<file path="config.mk">
export PLATFORM = sky130hd
export DESIGN_NAME = pipe_ctrl
export DESIGN_NICKNAME = d
export VERILOG_FILES = /design/src/rtl/pipe_pkg.sv /design/src/rtl/hazard_scoreboard.sv /design/src/rtl/pipe_ctrl.sv
export SDC_FILE = /design/constraint.sdc
export NUM_CORES = 1
export LEC_CHECK = 0
export BUFFER_PORTS_ARGS = -buffer_cell sky130_fd_sc_hd__buf_4
export CORE_ASPECT_RATIO = 0.75
export CORE_MARGIN = 3
export CORE_UTILIZATION = 50
export CTS_CLUSTER_DIAMETER = 150
export CTS_CLUSTER_SIZE = 8
export DETAILED_ROUTE_END_ITERATION = 12
export PLACE_DENSITY = 0.73
export RECOVER_POWER = 25
export SLEW_MARGIN = 20
export SYNTH_ARGS = -nofsm -noshare
export SYNTH_HDL_FRONTEND = slang
export SYNTH_SLANG_ARGS = --single-unit
export TNS_END_PERCENT = 5
</file>
<file path="constraint.sdc">
create_clock -name CLK -period 2.5 [get_ports CLK]
set_input_delay 0.5 -clock CLK [delete_from_list [all_inputs] [get_ports CLK]]
set_output_delay 0.5 -clock CLK [all_outputs]
set_load 0.02 [all_outputs]
</file>
<file path="src/rtl/pipe_pkg.sv">
// Shared types for the pipeline controller: FSM encoding and scoreboard slot record.
package pipe_pkg;

    localparam int REG_W = 4;

    typedef enum logic [1:0] {
        BOOT  = 2'd0,
        RUN   = 2'd1,
        FLUSH = 2'd2,
        HALT  = 2'd3
    } state_t;

    typedef struct packed {
        logic             valid;
        logic [REG_W-1:0] dest;
    } slot_t;

    localparam slot_t SLOT_EMPTY = '{valid: 1'b0, dest: '0};

    // Register 0 is hard-wired zero, so a write to it never becomes a tracked destination.
    function automatic slot_t mk_slot(input logic wr, input logic [REG_W-1:0] dst);
        slot_t s;
        s.valid = wr && (dst != '0);
        s.dest  = dst;
        return s;
    endfunction

endpackage

</file>
<file path="src/rtl/hazard_scoreboard.sv">
// In-flight destination tracker (EX, MEM, WB) and read-after-write match compare.
module hazard_scoreboard
    import pipe_pkg::*;
#(
    parameter int DEPTH = 3
) (
    input  logic             clk,
    input  logic             rst_n,
    input  logic             shift_en,
    input  slot_t            load_slot,
    input  logic             rd_en,
    input  logic [REG_W-1:0] src1,
    input  logic [REG_W-1:0] src2,
    output logic             match
);

    slot_t slots [DEPTH];

    // Advance the slots with the EX stage; hold while the back end is frozen.
    always_ff @(posedge clk or negedge rst_n) begin
        if (!rst_n) begin
            for (int i = 0; i < DEPTH; i++) slots[i] <= SLOT_EMPTY;
        end else if (shift_en) begin
            slots[0] <= load_slot;
            for (int i = 1; i < DEPTH; i++) slots[i] <= slots[i-1];
        end
    end

    // Any valid non-zero destination equal to either source register is a hazard.
    always_comb begin
        logic hit;
        hit = 1'b0;
        for (int i = 0; i < DEPTH; i++) begin
            if (slots[i].valid && (slots[i].dest != '0) &&
                ((slots[i].dest == src1) || (slots[i].dest == src2)))
                hit = 1'b1;
        end
        match = rd_en && hit;
    end

endmodule

</file>
<file path="src/rtl/pipe_ctrl.sv">
// Pipeline controller: stage enables around decode, bubbles for RAW hazards,
// jump flush, memory freeze, halt/resume, and a saturating stall counter.
//
//   state | meaning
//   BOOT  | one idle cycle after reset, all enables off
//   RUN   | normal issue
//   FLUSH | one cycle retiring the wrong-path slot as a bubble
//   HALT  | no issue, back end drains; RESUME returns to RUN
module pipe_ctrl
    import pipe_pkg::*;
#(
    parameter int NREG  = 16,
    parameter int DEPTH = 3
) (
    input  logic                    CLK,
    input  logic                    RST_N,
    input  logic                    WILLWRITE,
    input  logic [$clog2(NREG)-1:0] STARTREG,
    input  logic                    READREG,
    input  logic [$clog2(NREG)-1:0] READREG1,
    input  logic [$clog2(NREG)-1:0] READREG2,
    input  logic                    JUMP_TAKEN,
    input  logic                    MEM_BUSY,
    input  logic                    HALT_REQ,
    input  logic                    RESUME,
    output logic                    STAGE1EN,
    output logic                    STAGE2IN,
    output logic                    STAGE2OUT,
    output logic                    STAGE3EN,
    output logic                    STAGE4EN,
    output logic                    STALL,
    output logic [1:0]              STATE,
    output logic [15:0]             STALLCNT
);

    state_t state, state_nxt;
    logic   sb_match;
    logic   haz;
    slot_t  load_slot;

    assign load_slot = STAGE2OUT ? mk_slot(WILLWRITE, STARTREG) : SLOT_EMPTY;

    hazard_scoreboard #(.DEPTH(DEPTH)) u_sb (
        .clk       (CLK),
        .rst_n     (RST_N),
        .shift_en  (STAGE3EN),
        .load_slot (load_slot),
        .rd_en     (READREG),
        .src1      (READREG1),
        .src2      (READREG2),
        .match     (sb_match)
    );

    assign haz   = (state == RUN) && sb_match;
    assign STATE = state;

    // State register.
    always_ff @(posedge CLK or negedge RST_N) begin
        if (!RST_N) state <= BOOT;
        else        state <= state_nxt;
    end

    // Next state and enable decode, highest priority first. A frozen back end
    // holds the state so a jump held by EX is taken once memory is ready.
    always_comb begin
        state_nxt = state;
        STAGE1EN  = 1'b0;
        STAGE2IN  = 1'b0;
        STAGE2OUT = 1'b0;
        STAGE3EN  = 1'b0;
        STAGE4EN  = 1'b0;
        STALL     = 1'b0;
        if (state == BOOT) begin
            state_nxt = RUN;
        end else if (MEM_BUSY) begin
            STAGE2IN = 1'b1;
            STALL    = 1'b1;
        end else begin
            case (state)
                RUN: begin
                    STAGE3EN = 1'b1;
                    STAGE4EN = 1'b1;
                    if (JUMP_TAKEN) begin
                        STAGE1EN  = 1'b1;
                        state_nxt = FLUSH;
                    end else if (haz) begin
                        STAGE2IN = 1'b1;
                        STALL    = 1'b1;
                    end else begin
                        STAGE1EN  = 1'b1;
                        STAGE2IN  = 1'b1;
                        STAGE2OUT = 1'b1;
                        if (HALT_REQ) state_nxt = HALT;
                    end
                end
                FLUSH: begin
                    STAGE1EN  = 1'b1;
                    STAGE2IN  = 1'b1;
                    STAGE3EN  = 1'b1;
                    STAGE4EN  = 1'b1;
                    state_nxt = RUN;
                end
                HALT: begin
                    STAGE3EN = 1'b1;
                    STAGE4EN = 1'b1;
                    if (RESUME) state_nxt = RUN;
                end
                default: state_nxt = BOOT;
            endcase
        end
    end

    // Saturating count of stall cycles.
    always_ff @(posedge CLK or negedge RST_N) begin
        if (!RST_N)                           STALLCNT <= '0;
        else if (STALL && STALLCNT != 16'hFFFF) STALLCNT <= STALLCNT + 16'd1;
    end

endmodule
</file>
* Word-level counts from Yosys, hierarchy flattened
Index checks and enable logic that the tools add are counted.
** Word-level totals
- Register bits after elaboration :: 33
- Word-level logic and storage cells :: 75
** Cells by class
- $add $sub $neg :: 1
- Equality and inequality tests :: 14
- Multiplexer cells :: 32
- Reduce and logical (&&, ||, !) cells :: 20
** Operators by type and width (number)
- equality test 4 bit :: 6
- two-way mux 1 bit :: 22
- adder 16 x 1 -> 16 bit (second input constant) :: 1
- inequality test 16 bit (second input constant) :: 1
- nonzero test 4 bit :: 4
- two-way mux 2 bit :: 6
- logical AND 1 bit :: 10
- inequality test 4 x 3 -> 1 bit (second input constant) :: 2
- one-hot mux 2 bit (3 select lines) :: 1
- two-way mux 5 bit :: 1
- equality test 2 bit (second input constant) :: 2
- one-hot mux 1 bit (2 select lines) :: 2
- AND reduction 4 bit :: 1
- logical OR 1 bit :: 3
- inequality test 3 bit (second input constant) :: 1
- OR reduction 3 bit :: 1
- equality test 2 x 1 -> 1 bit (second input constant) :: 1
- logical NOT 2 bit :: 1
- inequality test 2 x 1 -> 1 bit (second input constant) :: 1

* Depth between registers and ports, before layout
- Depth after elaboration :: 14
- Mapped depth :: 8
- Depth with buffers taken out :: 7

* Cells and area by module
Synthesis repeated with hierarchy kept, for this count alone.
** Unflattened totals
- Cell total of the unflattened synthesis :: 177
- Area, all modules :: 1958.1 sq um
** Modules (own cells, without submodules)
- pipe_ctrl :: instances 1, cells an instance 108, area an instance 1102.3 sq um, sequential area each 450.4 sq um
- hazard_scoreboard :: instances 1, cells an instance 69, area an instance 855.8 sq um, sequential area each 375.4 sq um

* Worst setup path before layout
Ideal clock, no wire load.
- Kind :: register to output
- From :: register state[0], in the netlist STATE[0]
- To :: output STAGE4EN
- Data arrival time :: 2038 ps
- Required time :: 2000 ps
- Setup slack :: -38 ps
- Cell stages (with the launch flop) :: 8
- Buffers on the path :: 3
- Cells stage by stage :: dfrtp_1 > inv_1 > ha_1 > or2_2 > clkbuf_1 > inv_1 > clkbuf_1 > buf_4
** On the way
- Longest elaborated chain between the ends :: 5
** RTL lines
- start, declared :: line pipe_ctrl.sv:36 : state_t state, state_nxt;
- start signal, assigned :: line pipe_ctrl.sv:60 : else state <= state_nxt;
- equality test 2 x 1 -> 1 bit / equality test 2 bit (equally long branches)
- OR reduction 3 bit (no source line)
- two-way mux 1 bit (2 in a row)
- two-way mux 1 bit (*)
- end, declared :: line pipe_ctrl.sv:30 : output logic STAGE4EN,
Every way passes the cells marked *; elsewhere a longest branch is shown, timed or not.

* Worst setup path in the final report
- From :: register u_sb.slots[7] (netlist name)
- To :: output STAGE2OUT
** On the way
- Longest elaborated chain between the ends :: 12
** RTL lines
- start, declared :: line hazard_scoreboard.sv:17 : slot_t slots [DEPTH];
- equality test 4 bit / nonzero test 4 bit (equally long branches) :: line hazard_scoreboard.sv:35, hazard_scoreboard.sv:34
- logical OR 1 bit / logical AND 1 bit (equally long branches) :: line hazard_scoreboard.sv:35, hazard_scoreboard.sv:34
- logical AND 1 bit (*) :: line hazard_scoreboard.sv:34 : if (slots[i].valid && (slots[i].dest != '0) &&
- two-way mux 1 bit (*) (2 in a row) :: line hazard_scoreboard.sv:34
- logical AND 1 bit (*) :: line hazard_scoreboard.sv:38 : match = rd_en && hit;
- logical AND 1 bit (*) :: line pipe_ctrl.sv:54 : assign haz = (state == RUN) && sb_match;
- two-way mux 1 bit (*) :: line pipe_ctrl.sv:86 : end else if (haz) begin
- two-way mux 1 bit (*) :: line pipe_ctrl.sv:83 : if (JUMP_TAKEN) begin
- two-way mux 1 bit (*) :: line pipe_ctrl.sv:79 : case (state)
- two-way mux 1 bit (*) :: line pipe_ctrl.sv:75 : end else if (MEM_BUSY) begin
- two-way mux 1 bit (*) :: line pipe_ctrl.sv:73 : if (state == BOOT) begin
- end, declared :: line pipe_ctrl.sv:28 : output logic STAGE2OUT,
Marked as above.

==> impl_metrics.env <==
export IMPL_status="complete, but fails checks"
export IMPL_violations="capacitance limit, slew limit, setup timing"
export IMPL_ant_nets=0
export IMPL_setup_tns_ns=-0.0333
export IMPL_grt_max_degree=34
export IMPL_timing_final_ws_setup_ns=-0.0259
export IMPL_first_pass_iters=4
export IMPL_cp_required_ns=2.00
export IMPL_overflow=0
export IMPL_insertion_delay_ns=0.28
export IMPL_synth_seq_cells=33
export IMPL_synth_enable_flop_cells=0
export IMPL_die_area_um2=4750
export IMPL_max_clock_freq_ghz=0.396
export IMPL_finalCritPeriodShare_pct=101
export IMPL_mostFrequentLayoutCells="buf_4 (49), xnor2_1 (39), nand2_1 (34), dfrtp_1 (27), and3_1 (9)"
export IMPL_design_core_area_um2=3730
export IMPL_r2r_start="STALLCNT[6]"
export IMPL_dieHeight_um=60.4
export IMPL_cts_hold_buf=0
export IMPL_vias_per_cell=5.54
export IMPL_synth_seq_area_share_pct=41.8
export IMPL_portBuffers=43
export IMPL_syn_inst=200
export IMPL_placed_area_um2=2370
export IMPL_clockBufferDepth=2
export IMPL_boundaryPins=44
export IMPL_grt_util_all_layers_pct=20.7
export IMPL_hold_violations=0
export IMPL_route_met3_wl_um=351
export IMPL_worst_pin_slew_ns=1.74
export IMPL_maxCapViolCount=1
export IMPL_hp_start="STARTREG[3]"
export IMPL_clk_pin_slew_ns=0.07
export IMPL_reg2regPathDepth=6
export IMPL_critical_path_class="register to output port"
export IMPL_hp_class="input pin to register"
export IMPL_wire_per_inst_um=16.1
export IMPL_fin_cells=302
export IMPL_wl_met2_um=2050
export IMPL_syn_area_um2=1980
export IMPL_vias=1672
export IMPL_drv_slew=34
export IMPL_drt_iter0_markers=162
export IMPL_crit_arrival_ns=2.03
export IMPL_crit_path_end="STAGE2OUT"
export IMPL_syn_to_final_growth_pct=29.8
export IMPL_drive_gt1_share_pct=32.8
export IMPL_synth_cell_type_count=34
export IMPL_root_buffer="clkbuf_8"
export IMPL_clkSinkCount=33
export IMPL_ys_dominant_reg_cell="dfrtp_1"
export IMPL_grt_pass1_wl_um=7550
export IMPL_yosys_warnings=0
export IMPL_grt_pass1_vias=1522
export IMPL_worstPathMaxFanout=5
export IMPL_end_kind="output port"
export IMPL_fin_skew_ns=0.00817
export IMPL_die_w_um=78.6
export IMPL_dp_hpwl_um=3390
export IMPL_top_layer="met4"
export IMPL_crit_path_start="u_sb.slots[7]"
export IMPL_cts_buffers_inserted=5
export IMPL_wl_um=4860
export IMPL_power_density_nw_per_um2=973
export IMPL_num_antenna_cells=0
export IMPL_dp_cells=291
export IMPL_htreeDepth=2
export IMPL_cellLeakagePower_nw=1.15
export IMPL_drc_errors=0
export IMPL_final_area_um2=2560
export IMPL_antenna_found_initial=0
export IMPL_critPathLaunchType="register"
export IMPL_synth_fp_nets=225
export IMPL_vdd_drop_max_mv=0.645
export IMPL_fin_crit_ns=2.53
export IMPL_finalWeightedCongestion=0.924
export IMPL_slew_headroom_pct=-16.0
export IMPL_initial_core_util_pct=52.9
export IMPL_rsz0062_at_grt="yes"
export IMPL_rr_endpoint="STALLCNT[1]"
export IMPL_nNetsFinal=274
export IMPL_rows=19
export IMPL_synth_avg_cell_area_um2=9.88
export IMPL_drt_met1_wl_um=2390
export IMPL_async_flop_share_pct=100
export IMPL_rrSetupSlack_ns=0.28
export IMPL_setup_violations=2
export IMPL_final_common_cell="buf_4"
export IMPL_cts_tree="done"
## stage by stage
| step | power, mW | hold slack [ns] | utilization, % | setup WS [ns] |
|---|---|---|---|---|
| 2_1_floorplan | 1.53 | 0.204 | - | 0.171 |
| 3_3_place_gp | 1.90 | 0.468 | 63.4 | 0.205 |
| 3_5_place_dp | 1.91 | 0.465 | 63.4 | 0.222 |
| 4_1_cts | 2.45 | 0.159 | 66.9 | 0.00322 |
| 5_1_grt | 2.65 | 0.440 | 68.7 | -0.130 |
| 6_report | 2.50 | 0.443 | 68.7 | -0.0259 |
## routing by layer
metal / track usage, % / vias to the layer above
li1: - / 807
met1: 30.5 / 798
met2: 28.9 / 58
met3: 5.79 / 9
met4: 7.73 / 0
met5: 0 / -
## cells by family (layout without fill, tap and decap cells)
family                     after synthesis  count (layout)  synth area share [%]
AOI/OAI and AO/OA                       36              36                  16.2
xor gates and xnor gates                39              39                  17.3
adders and majority gates                5               5                  3.17
buffers and inverters                   14              64                  3.36
DFF                                     33              33                  41.8
muxes                                    2               2                  1.08
and+or+nand+nor                         71              71                  17.1
## worst min-delay path by stage
stage / end / cells past startpoint / slack (ns)
after floorplan: STALLCNT[0] / 0 / 0.20
after global placement: STALLCNT[8] / 1 / 0.47
after detailed placement: STALLCNT[8] / 1 / 0.46
after CTS: STALLCNT[8] / 1 / 0.16
after global routing: u_sb.slots[11] / 2 / 0.44
final: u_sb.slots[13] / 2 / 0.44
## sequential cells by signal (all words and copies together) (netlist names)
name	flops
u_sb.slots	15
STATE	2
STALLCNT	16
## layout make-up
class / instances / area [um2]
clock buffer: 7 / 86.3
clock inverter: 1 / 30.0
fill: 310 / 1170
tap: 52 / 65.1
multi-input combinational: 153 / 1140
inverter: 5 / 18.8
timing repair buffer: 51 / 392
sequential: 33 / 833
## critical path, stage by stage, from the launching register on
cell	delay (ns)
dfrtp_2	0.47
o41ai_4	0.38
a21oi_2	0.08
o31ai_2	0.36
and3_1	0.28
buf_4	0.16
## report_power, final
| group | switching, mW | internal [mW] | leakage (nW) | total, mW |
|---|---|---|---|---|
| clock | 0.195 | 0.325 | 0.0585 | 0.520 |
| combinational | 0.514 | 0.495 | 0.658 | 1.01 |
| sequential | 0.271 | 0.697 | 0.431 | 0.967 |
| total | 0.980 | 1.52 | 1.15 | 2.50 |
## synthesized netlist by cell type (3+ instances only)
cell / number / area (um2)
xnor2_1: 39 / 342
nand2_1: 34 / 128
dfrtp_1: 33 / 826
and3_1: 9 / 56.3
o211ai_2: 8 / 100
nand4_1: 7 / 43.8
a21oi_1: 6 / 30.0
nor2_1: 6 / 22.5
clkbuf_1: 5 / 18.8
ha_1: 5 / 62.6
inv_1: 5 / 18.8
nand3_1: 5 / 25.0
a22o_1: 4 / 35.0
o2111ai_1: 4 / 35.0
o41ai_1: 3 / 26.3
## what timing repair did
item                       CTS  global route
pin swaps                    0             4
setup endpoints to repair    3             3
buffers inserted             0             3
resized for setup            3            13
cloned                       0             0
(Power assumes the default switching activity.)
